--- src/rtl/cosim_cycle_stamp_arb.sv ---
// Free-running 64-bit cycle counter shared by NUM_REQ requesters through a
// round-robin arbiter that returns one captured timestamp per grant.
module cosim_cycle_stamp_arb #(
    parameter int unsigned NUM_REQ                 = 4,
    parameter logic [63:0] CORE_CLOCK_FREQUENCY_HZ = 64'd100_000_000,
    localparam int unsigned IDW = (NUM_REQ > 1) ? $clog2(NUM_REQ) : 1
) (
    input  logic               clk,
    input  logic               rst_n,
    input  logic               count_en,
    input  logic               count_clear,
    input  logic [NUM_REQ-1:0] req_valid,
    output logic [NUM_REQ-1:0] req_ready,
    output logic               rsp_valid,
    input  logic               rsp_ready,
    output logic [IDW-1:0]     rsp_id,
    output logic [63:0]        rsp_stamp,
    output logic [63:0]        cycle_count,
    output logic [63:0]        freq_hz
);

    typedef enum logic {IDLE = 1'b0, HOLD = 1'b1} state_t;

    state_t       state_q;
    logic [63:0]  cnt_q, cnt_d;
    logic [IDW-1:0] rr_ptr_q, rr_ptr_d;
    logic         rsp_valid_q;
    logic [IDW-1:0] rsp_id_q;
    logic [63:0]  rsp_stamp_q;

    logic           permit;
    logic           grant_found;
    logic [IDW-1:0] grant_idx;
    logic           handshake;
    logic [NUM_REQ-1:0] req_ready_c;

    always_comb begin
        cnt_d = cnt_q;
        if (count_clear) begin
            cnt_d = '0;
        end else if (count_en) begin
            cnt_d = cnt_q + 64'd1;
        end
    end

    assign permit = (state_q == IDLE) || rsp_ready;

    // Scan upward from rr_ptr; the first hit wins, so no later index overrides it.
    always_comb begin
        grant_found = 1'b0;
        grant_idx   = '0;
        for (int k = 0; k < int'(NUM_REQ); k++) begin
            automatic int idx = int'(rr_ptr_q) + k;
            if (idx >= int'(NUM_REQ)) begin
                idx = idx - int'(NUM_REQ);
            end
            if (!grant_found && req_valid[idx]) begin
                grant_found = 1'b1;
                grant_idx   = IDW'(idx);
            end
        end
    end

    assign handshake = rst_n && permit && grant_found;

    always_comb begin
        req_ready_c = '0;
        if (handshake) begin
            req_ready_c[grant_idx] = 1'b1;
        end
    end

    always_comb begin
        rr_ptr_d = rr_ptr_q;
        if (handshake) begin
            rr_ptr_d = (grant_idx == IDW'(NUM_REQ - 1)) ? '0 : grant_idx + IDW'(1);
        end
    end

    always_ff @(posedge clk or negedge rst_n) begin
        if (!rst_n) begin
            cnt_q <= '0;
        end else begin
            cnt_q <= cnt_d;
        end
    end

    always_ff @(posedge clk or negedge rst_n) begin
        if (!rst_n) begin
            state_q     <= IDLE;
            rsp_valid_q <= 1'b0;
            rsp_id_q    <= '0;
            rsp_stamp_q <= '0;
            rr_ptr_q    <= '0;
        end else begin
            rr_ptr_q <= rr_ptr_d;
            case (state_q)
                IDLE: begin
                    if (handshake) begin
                        state_q     <= HOLD;
                        rsp_valid_q <= 1'b1;
                        rsp_id_q    <= grant_idx;
                        rsp_stamp_q <= cnt_q;
                    end
                end
                HOLD: begin
                    // Accepting a response and capturing the next one in the same cycle keeps HOLD.
                    if (handshake) begin
                        rsp_id_q    <= grant_idx;
                        rsp_stamp_q <= cnt_q;
                    end else if (rsp_ready) begin
                        state_q     <= IDLE;
                        rsp_valid_q <= 1'b0;
                    end
                end
                default: begin
                    state_q     <= IDLE;
                    rsp_valid_q <= 1'b0;
                end
            endcase
        end
    end

    assign req_ready   = req_ready_c;
    assign rsp_valid   = rsp_valid_q;
    assign rsp_id      = rsp_id_q;
    assign rsp_stamp   = rsp_stamp_q;
    assign cycle_count = cnt_q;
    assign freq_hz     = CORE_CLOCK_FREQUENCY_HZ;

endmodule

--- config.mk ---
export PLATFORM = sky130hd
export DESIGN_NAME = cosim_cycle_stamp_arb
export DESIGN_NICKNAME = d
export VERILOG_FILES = /design/src/rtl/cosim_cycle_stamp_arb.sv
export SDC_FILE = /design/constraint.sdc
export NUM_CORES = 1
export LEC_CHECK = 0
export BUFFER_PORTS_ARGS = -buffer_cell sky130_fd_sc_hd__buf_4
export CORE_MARGIN = 8
export CORE_UTILIZATION = 40
export CTS_CLUSTER_DIAMETER = 50
export CTS_CLUSTER_SIZE = 40
export DETAILED_ROUTE_END_ITERATION = 7
export PLACE_DENSITY = 0.73
export SLEW_MARGIN = 5
export SYNTH_ARGS = -nofsm -noshare
export SYNTH_HDL_FRONTEND = slang
export SYNTH_SLANG_ARGS = --single-unit
--- constraint.sdc ---
create_clock -name clk -period 2 [get_ports clk]
set_input_delay 0.2 -clock clk [delete_from_list [all_inputs] [get_ports clk]]
set_output_delay 0.2 -clock clk [all_outputs]
set_load 0.02 [all_outputs]
# After elaboration in Yosys (flattened, before gate mapping)
# Cells that the tools add are included.
# classes
add_sub_neg	9
order_cmp	10
n_eq_ne	4
muxes	40
n_bitwise	1
n_reduce_logical	12
# ops
operator	count
$mux 64	3
$lt 32x4->1 const B	4
$mux 32	4
$add 64x1->64 const B	1
$mux 1	19
$mux 2	6
$sub 3x3->4 const B	3
$ge 3x3->1 const B	3
$bmux 1 s2	4
$add 2x2->3 const B	2
$logic_and 1x1->1	6
$ne 2x2->1 const B	3
$mux 4	1
$pmux 1 s2	2
$sub 2x3->4 const B	1
$add 2x1->3 const B	1
$ge 2x3->1 const B	1
$logic_not 1->1	3
$lt 2x3->1 const B	1
$reduce_and 3->1	1
$add 2x1->2 const B	1
$demux 1 s2	1
$eq 2x2->1 const B	1
$ge 2x1->1 const B	1
other kinds (3)	3
# totals
register_bits	134
inputBits	9
out_inout_bits	199
wordCells	82

# Logic depth before layout (Yosys ltp)
# Gate-level depths: netlist (run 1).
# depth
depth_word	20
ltp_mapped	7
depth_no_buf	7

# Worst setup path before layout (run 1)
# OpenSTA, ideal clock, no wires.
# synth_timing
path_kind	register to register
start	reg cnt_q[42], in the netlist cycle_count[42]
end	reg cnt_q[63], in the netlist cycle_count[63]
setup_time_ps	78
arrival_ps	2296
required_time_ps	1922
path_slack_ps	-373
stages_incl_launch_ff	7
path_buffers	1
synth_period_minus_slack_ps	2373
cell_sequence	dfrtp_1 nand3_2 or3_1 buf_2 or4_4 or4_1 a21oi_1
# synth_via
elab_chain_len	3
# synth_lines
element	line_no	rtl
start, declared	25	logic [63:0] cnt_q, cnt_d;
start signal, assigned	84	cnt_q <= cnt_d;
$add 64x1->64	42	cnt_d = cnt_q + 64'd1;
$mux 64	41	end else if (count_en) begin
$mux 64	39	if (count_clear) begin
# Every way passes these cells. The select of a mux whose other input is x is not followed.
# A chain may end at the register's enable or synchronous reset.

# Worst setup path after layout (run 1)
# layout_timing
start	reg cnt_q[5], in the netlist cycle_count[5]
end	reg cnt_q[63], in the netlist cycle_count[63]
# The elaborated chain is that of the path after synthesis.

==> impl_summary.txt, run 1 <==
----------------------------------------------------
[Global routing]
  Number of global-route vias before repair ... 5657
  Gr ovfl total ... 0
  Total Routing Usage GR ... 17.7%
  First-pass GRT wire length ... 28.9 mm
  Antenna violations before repair ... 0
  Maximum number of pins on one net before global-route repair ... 135

[STA]
  Worst setup skew after layout ... 0.00664 ns
  Relative max-transition margin ... 49.8%
  Share of the clock period used by the worst path ... 105%
  Number of slew-limit violations in the final report ... 0
  RSZ-0062 raised after global routing ... true
  FMAX ... 0.474 GHz
  Number of hold violations in the final report ... 0
  Least setup slack across all paths after layout ... -0.109 ns
  Setup violations, final ... 13
  Least-Margin Pin Slew ... 0.753 ns
  Final critical path time including I/O delays and setup ... 2.11 ns

[Floorplan]
  Floorplan die width ... 145 um
  Die area ... 0.0210 mm2
  Row Count ... 47
  Floorplan Core Area ... 0.0164 mm2
  I/O pins ... 208
  Vertical die dimension ... 145 um
  Starting density of the core ... 40.4%

[Route]
  Number of antenna-violating nets in the routed design ... 0
  Detailed-routing iteration count for the pre-antenna-repair pass ... 4
  DR vias/cell ... 4.98
  DRT Wirelength ... 18.5 mm
  Detailed Route Iter0 Violations ... 280
  Average wire per cell in the routed design ... 16.5 um
  DRC violation count after routing ... 0
  Total via count in the routed design ... 5605

[Clocking]
  Clock Root Buffer ... sky130_fd_sc_hd__clkbuf_16
  CTS tree ... yes
  H-Tree Level Count ... 4
  Number of buffers created by CTS ... 17
  Clock Pin Slew Worst Setup and Hold Paths ... 0.06 ns
  Clock tree sinks ... 134
  Worst-case clock buffer depth ... 2
  Clock insertion delay at the later pin of the skew report ... 0.42 ns

[Critical path]
  Data arrival, critical path ... 2.46 ns
  Slack of the worst reg-to-reg path ... -0.11 ns
  Crit. End Element ... flip-flop
  CP Max Fanout ... 4
  Critical path launch point type ... flip-flop
  Type of the setup path with the least slack ... flip-flop to flip-flop
  Required time at the endpoint of the critical path ... 2.35 ns

[Synth]
  Prevailing post-synth register cell ... sky130_fd_sc_hd__dfrtp_1
  Library cell with the largest summed area after synthesis ... sky130_fd_sc_hd__dfrtp_1
  Instance count of the mapped netlist ... 618
  Number of flops mapped to enable cells by yosys ... 0
  Sequential cell area fraction in the yosys report ... 50.5%
  Top post-synthesis cells by count ... sky130_fd_sc_hd__dfrtp_1, sky130_fd_sc_hd__mux2_2, sky130_fd_sc_hd__buf_4, sky130_fd_sc_hd__nor2_1, sky130_fd_sc_hd__a21oi_1
  Avg Inst Size Synth ... 10.7 um2
  Post-synthesis sequential element count ... 134
  Fraction of registers with async set or reset after synthesis ... 100%
  Cell area after technology mapping ... 0.00663 mm2
  Share of the synthesized area in the top cell type ... 50.5%
  Synth area leaders ... sky130_fd_sc_hd__dfrtp_1, sky130_fd_sc_hd__mux2_2, sky130_fd_sc_hd__buf_4
  Yosys warns ... 0
  Count of unique library cells instantiated by Yosys ... 46
  Most frequent cell after synthesis ... sky130_fd_sc_hd__dfrtp_1

[Power and ir drop]
  Power consumption ... 7.10 mW
  Power per unit of standard cell area ... 727 mW/mm2
  Lkg Pwr ... 4.72 nW
  Worst VDD drop ... 0.482 mV

[Run status]
  Violated checks ... negative setup slack
  Run status ... complete, but fails checks

[Placement]
  Gp weighted congestion ... 0.846
  Worst slack, placed ... -0.109 ns
  I/O Buffers ... 143
  Detailed placer's ending HPWL ... 13.1 mm

[Cells and area]
  Area growth, synth to finish ... 47.2%
  Antenna cells ... 0
  Nets ... 906
  Share of cells above drive strength 1 ... 52.8%

[Flow run]
  Count of max-cap constraint violations ... 0

[Min path]
  HP Class ... input pin to flip-flop

----------------------------------------------------
layout by cell type, fill, tap and decap left out, drive strengths merged, types with 2 or more instances in the layout:
master / n
mux2i: 3
buf: 278
or3: 26
nand3: 29
o21ai: 27
and3: 10
and2: 5
inv: 11
nor2b: 3
clkinvlp: 3
nand2: 25
mux2: 66
bufinv: 6
nor4b: 2
a21oi: 30
clkinv: 4
and4: 3
ha: 5
conb: 64
nand4: 22
or4: 7
o31ai: 5
or2: 6
dlygate4sd3: 2
xor2: 15
nor2: 45
nor3: 6
nor4: 17
dfrtp: 134
xnor2: 19
clkbuf: 19
cell type report:
class / instances / area [um2]
Fill cell: 1385 / 6650
Sequential cell: 134 / 3390
Tap cell: 220 / 275
Clock inverter: 13 / 226
Timing Repair Buffer: 280 / 2190
Inverter: 11 / 41.3
Multi-Input combinational cell: 448 / 3180
Clock buffer: 19 / 453
timing repair:
| action | 4_1_cts | 5_1_grt |
|---|---|---|
| cloned | 2 | 0 |
| hold buffers | 2 | 0 |
| pin swaps | 21 | 32 |
| hold endpoints to repair | 135 | 0 |
| setup endpoints to repair | 16 | 33 |
| buffers inserted | 14 | 11 |
| resized for setup | 29 | 46 |
cells by family (layout without fill, tap and decap cells):
logic type	Yosys count	after routing	synth area share (%)
buffers and inverters	98	323	9.43
and+or+nand+nor	209	209	17.3
adders and majority gates	5	5	0.943
other	2	64	0.113
xor gates and xnor gates	34	34	4.49
AOI/OAI and AO/OA	67	67	5.49
muxes	69	69	11.7
DFF	134	134	50.5
metrics by stage:
step / instances / util, % / setup TNS [ns] / hold WS (ns) / area [um2]
after global routing: 1125 / 59.5 / -2.03 / 0.202 / 9760
after detailed placement: 1064 / 52.2 / -0.555 / 0.417 / 8570
after CTS: 1114 / 57.8 / -0.558 / 0.179 / 9490
after global placement: 1064 / 52.2 / -0.179 / 0.411 / 8570
after floorplan: 680 / - / -0.798 / -0.0956 / 6960
final: 1125 / 59.5 / -0.426 / 0.197 / 9760
sequential cells by signal, summed over array words and instances, names as in the netlist:
name,flops
cycle_count,64
rsp_stamp,64
rr_ptr_q,2
rsp_id,2
rsp_valid,1
state_q,1
final timing paths:
kind                       depth (start not counted)      startpoint              end
max in group asynchronous                          3           rst_n   cycle_count[6]
setup reg to reg                                   6  cycle_count[5]  cycle_count[63]
setup / recovery                                   6  cycle_count[5]  cycle_count[63]
min in group asynchronous                          3           rst_n    rsp_stamp[17]
hold reg to reg                                    1   rsp_stamp[48]    rsp_stamp[48]
hold / removal                                     4        count_en   cycle_count[0]
where the power goes:
part | total [mW] | internal [mW] | switching (mW)
clock network | 3.59 | 2.40 | 1.19
registers | 2.81 | 2.76 | 0.0456
logic | 0.701 | 0.274 | 0.427
per-layer routing:
metal,vias to the layer above,GRT usage [%],share of wire [%]
li1,2616,-,-
met1,2795,21.2,41
met2,170,29.9,50
met3,24,5.02,7.2
met4,0,5.97,1.7
met5,-,0,0
critical path, cell delays in order (launching register included):
cell	delay [ns]
sky130_fd_sc_hd__dfrtp_2	0.35
sky130_fd_sc_hd__and4_4	0.24
sky130_fd_sc_hd__nand4_1	0.20
sky130_fd_sc_hd__buf_4	0.21
sky130_fd_sc_hd__or4_4	0.42
sky130_fd_sc_hd__or4_4	0.49
sky130_fd_sc_hd__a21oi_2	0.13
(Power assumes the default switching activity.)
==> run 2, diff against run 1 <==
--- a/config.mk
+++ b/config.mk
@@ -6,12 +6,14 @@
 export NUM_CORES = 1
 export LEC_CHECK = 0
 export BUFFER_PORTS_ARGS = -buffer_cell sky130_fd_sc_hd__buf_4
+export CORE_ASPECT_RATIO = 0.6
 export CORE_MARGIN = 8
 export CORE_UTILIZATION = 40
 export CTS_CLUSTER_DIAMETER = 50
 export CTS_CLUSTER_SIZE = 40
 export DETAILED_ROUTE_END_ITERATION = 7
-export PLACE_DENSITY = 0.73
+export PLACE_DENSITY = 0.7
+export SETUP_SLACK_MARGIN = 0.5
 export SLEW_MARGIN = 5
 export SYNTH_ARGS = -nofsm -noshare
 export SYNTH_HDL_FRONTEND = slang
==> constraint.sdc (replaced) <==
create_clock -name clk -period 2.55 [get_ports clk]
set_input_delay 0.255 -clock clk [delete_from_list [all_inputs] [get_ports clk]]
set_output_delay 0.255 -clock clk [all_outputs]
set_load 0.02 [all_outputs]
==> run 2 against run 1 <==
The run now ends clean; final cell count is 5.5% lower; sequential share of layout area is 1.5 points higher; register-to-register slack better by 0.54 ns; critical path type is now flip-flop to output pin; highest routed layer unchanged.
==> impl_summary.txt, run 2 (synthesis gave the netlist of run 1 again) <==
----------------------------------------------------
[STA]
  Share of the clock period used by the worst path ... 84.2%
  Worst setup skew after layout ... 0.00826 ns
  Number of hold violations in the final report ... 0
  Sum of negative setup slack ... 0 ns
  Setup violations, final ... 0
  Final critical path time including I/O delays and setup ... 2.15 ns
  FMAX ... 0.466 GHz
  RSZ-0062 raised after global routing ... true
  Number of slew-limit violations in the final report ... 0
  Relative max-transition margin ... 54.9%
  Least-Margin Pin Slew ... 0.676 ns

[Route]
  Average wire per cell in the routed design ... 18.2 um
  DRC violation count after routing ... 0
  DR vias/cell ... 5.13
  Detailed-routing iteration count for the pre-antenna-repair pass ... 5
  DRT Wirelength ... 19.4 mm
  Total via count in the routed design ... 5449
  Detailed Route Iter0 Violations ... 353
  Number of antenna-violating nets in the routed design ... 0

[Power and ir drop]
  Power per unit of standard cell area ... 579 mW/mm2
  Lkg Pwr ... 4.46 nW
  Part of the power in combinational logic ... 11.0%
  Sw Pwr ... 1.39 mW
  Design internal power ... 4.03 mW
  Part of the power in registers ... 40.7%
  Power consumption ... 5.42 mW
  Worst VDD drop ... 0.428 mV
  Switching portion of total power ... 25.6%
  Clock share of power ... 48.4%

[Floorplan]
  Vertical die dimension ... 116 um
  Starting density of the core ... 40.9%
  Die area ... 0.0211 mm2
  Floorplan die width ... 182 um
  Floorplan Core Area ... 0.0162 mm2
  I/O pins ... 208
  Row Count ... 36

[Critical path]
  Critical path launch point type ... flip-flop
  Data arrival, critical path ... 1.89 ns
  Source of the worst register-to-register timing path ... cycle_count[46]
  Required time at the endpoint of the critical path ... 2.30 ns
  Crit. End Element ... output pin
  Beginning of the critical path ... rr_ptr_q[1]
  Type of the setup path with the least slack ... flip-flop to output pin
  CP Max Fanout ... 5

[Cells and area]
  Antenna cells ... 0
  Leading cell types in the layout, fill and taps excluded ... sky130_fd_sc_hd__buf_4, sky130_fd_sc_hd__dfrtp_1, sky130_fd_sc_hd__mux2_2
  Most frequent standard cell in the layout excluding fill and tap cells ... sky130_fd_sc_hd__buf_4
  Number of inserted filler cells in the final layout ... 1382
  Share of cells above drive strength 1 ... 50.6%
  Nets ... 855
  Area growth, synth to finish ... 41.1%

[Clocking]
  H-Tree Level Count ... 4
  Clock Root Buffer ... sky130_fd_sc_hd__clkbuf_16
  Number of buffers created by CTS ... 17
  Worst-case clock buffer depth ... 2
  CTS tree ... yes
  Clock insertion delay at the later pin of the skew report ... 0.42 ns
  Clock Pin Slew Worst Setup and Hold Paths ... 0.06 ns
  Clock tree sinks ... 134

[Global routing]
  First-pass GRT wire length ... 29.4 mm
  Gr ovfl total ... 0
  Antenna violations before repair ... 0
  Number of global-route vias before repair ... 5198
  Total Routing Usage GR ... 17.7%
  Maximum number of pins on one net before global-route repair ... 53

[Placement]
  Detailed placer's ending HPWL ... 13.1 mm
  I/O Buffers ... 143
  Gp weighted congestion ... 0.796

[Run status]
  Run status ... complete, no violations

[Min path]
  HP Class ... input pin to flip-flop
  Startpoint of the most critical hold path ... rsp_ready

[Flow run]
  Count of max-cap constraint violations ... 0

----------------------------------------------------
## run 2: cell count changes in the layout (fill, tap and decap cells not counted), moves of 4 or more
cell | before | now
sky130_fd_sc_hd__and3_1 | 8 | 4
sky130_fd_sc_hd__a21oi_2 | 14 | 7
sky130_fd_sc_hd__dfrtp_2 | 33 | 37
sky130_fd_sc_hd__a21oi_1 | 14 | 21
sky130_fd_sc_hd__or3_1 | 14 | 18
sky130_fd_sc_hd__or3_4 | 11 | 5
sky130_fd_sc_hd__o21ai_0 | 26 | 18
sky130_fd_sc_hd__buf_4 | 262 | 213
sky130_fd_sc_hd__dfrtp_1 | 101 | 97
## run 2: what timing repair did
action                                  CTS  global route
gates resized for setup                  50            57
pin swaps                                16            37
buffers inserted                         32            21
hold buffers                              1             0
endpoints found under the setup margin   32            36
gates cloned                              2             2
endpoints found under the hold margin    39             0
## run 2: routing by layer
| metal | GRT usage (%) | part of all wire, % | wire [um] | up-vias |
|---|---|---|---|---|
| li1 | - | - | - | 2511 |
| met1 | 25.1 | 47 | 9060 | 2707 |
| met2 | 24.5 | 43 | 8420 | 209 |
| met3 | 6.57 | 8.6 | 1660 | 22 |
| met4 | 5.17 | 1.2 | 235 | 0 |
| met5 | 0 | 0 | 0 | - |
## run 2: area by class of cell
| type | count | area (um2) | area share, % |
|---|---|---|---|
| Clock buffer | 17 | 425 | 4.54 |
| Clock inverter | 15 | 203 | 2.16 |
| Inverter | 11 | 43.8 | 0.468 |
| Multi-Input combinational cell | 448 | 3240 | 34.6 |
| Sequential cell | 134 | 3400 | 36.3 |
| Tap cell | 209 | 262 | 2.79 |
| Timing Repair Buffer | 229 | 1790 | 19.2 |
## run 2: path summary, 6_finish.rpt
check,slack (ns),end,cells after the start
setup reg to reg,0.43,cycle_count[63],5
min in group asynchronous,0.52,cycle_count[56],3
max in group asynchronous,0.92,cycle_count[14],4
setup / recovery,0.40,req_ready[2],7
hold / removal,0.03,state_q,2
hold reg to reg,0.51,rsp_stamp[28],1
## run 2: power by group through the flow
stage / clock network (mW) / logic, mW / registers, mW
final: 2.62 / 0.594 / 2.20
after global routing: 2.76 / 0.646 / 2.21
after CTS: 2.66 / 0.519 / 2.20
after detailed placement: 0 / 0.447 / 2.24
after global placement: 0 / 0.442 / 2.24
after floorplan: 0 / 0.331 / 2.26
## run 2: per-stage QoR
step	hold WS (ns)	setup WS (ns)	instance area [um2]	instances	util (%)
after floorplan	-0.0406	0.300	6920	680	-
after global placement	0.405	0.220	7890	973	48.6
after CTS	0.0172	0.430	8930	1040	55.1
final	0.0307	0.404	9360	1063	57.7
after detailed placement	0.405	0.206	7890	973	48.6
after global routing	0.0216	0.331	9360	1063	57.7
## run 2: critical path: stages, from the launching register on
cell	delay (ns)
sky130_fd_sc_hd__dfrtp_2	0.44
sky130_fd_sc_hd__mux2i_1	0.14
sky130_fd_sc_hd__a211oi_2	0.26
sky130_fd_sc_hd__buf_4	0.19
sky130_fd_sc_hd__inv_4	0.05
sky130_fd_sc_hd__ha_4	0.14
sky130_fd_sc_hd__and2_4	0.13
sky130_fd_sc_hd__buf_6	0.12
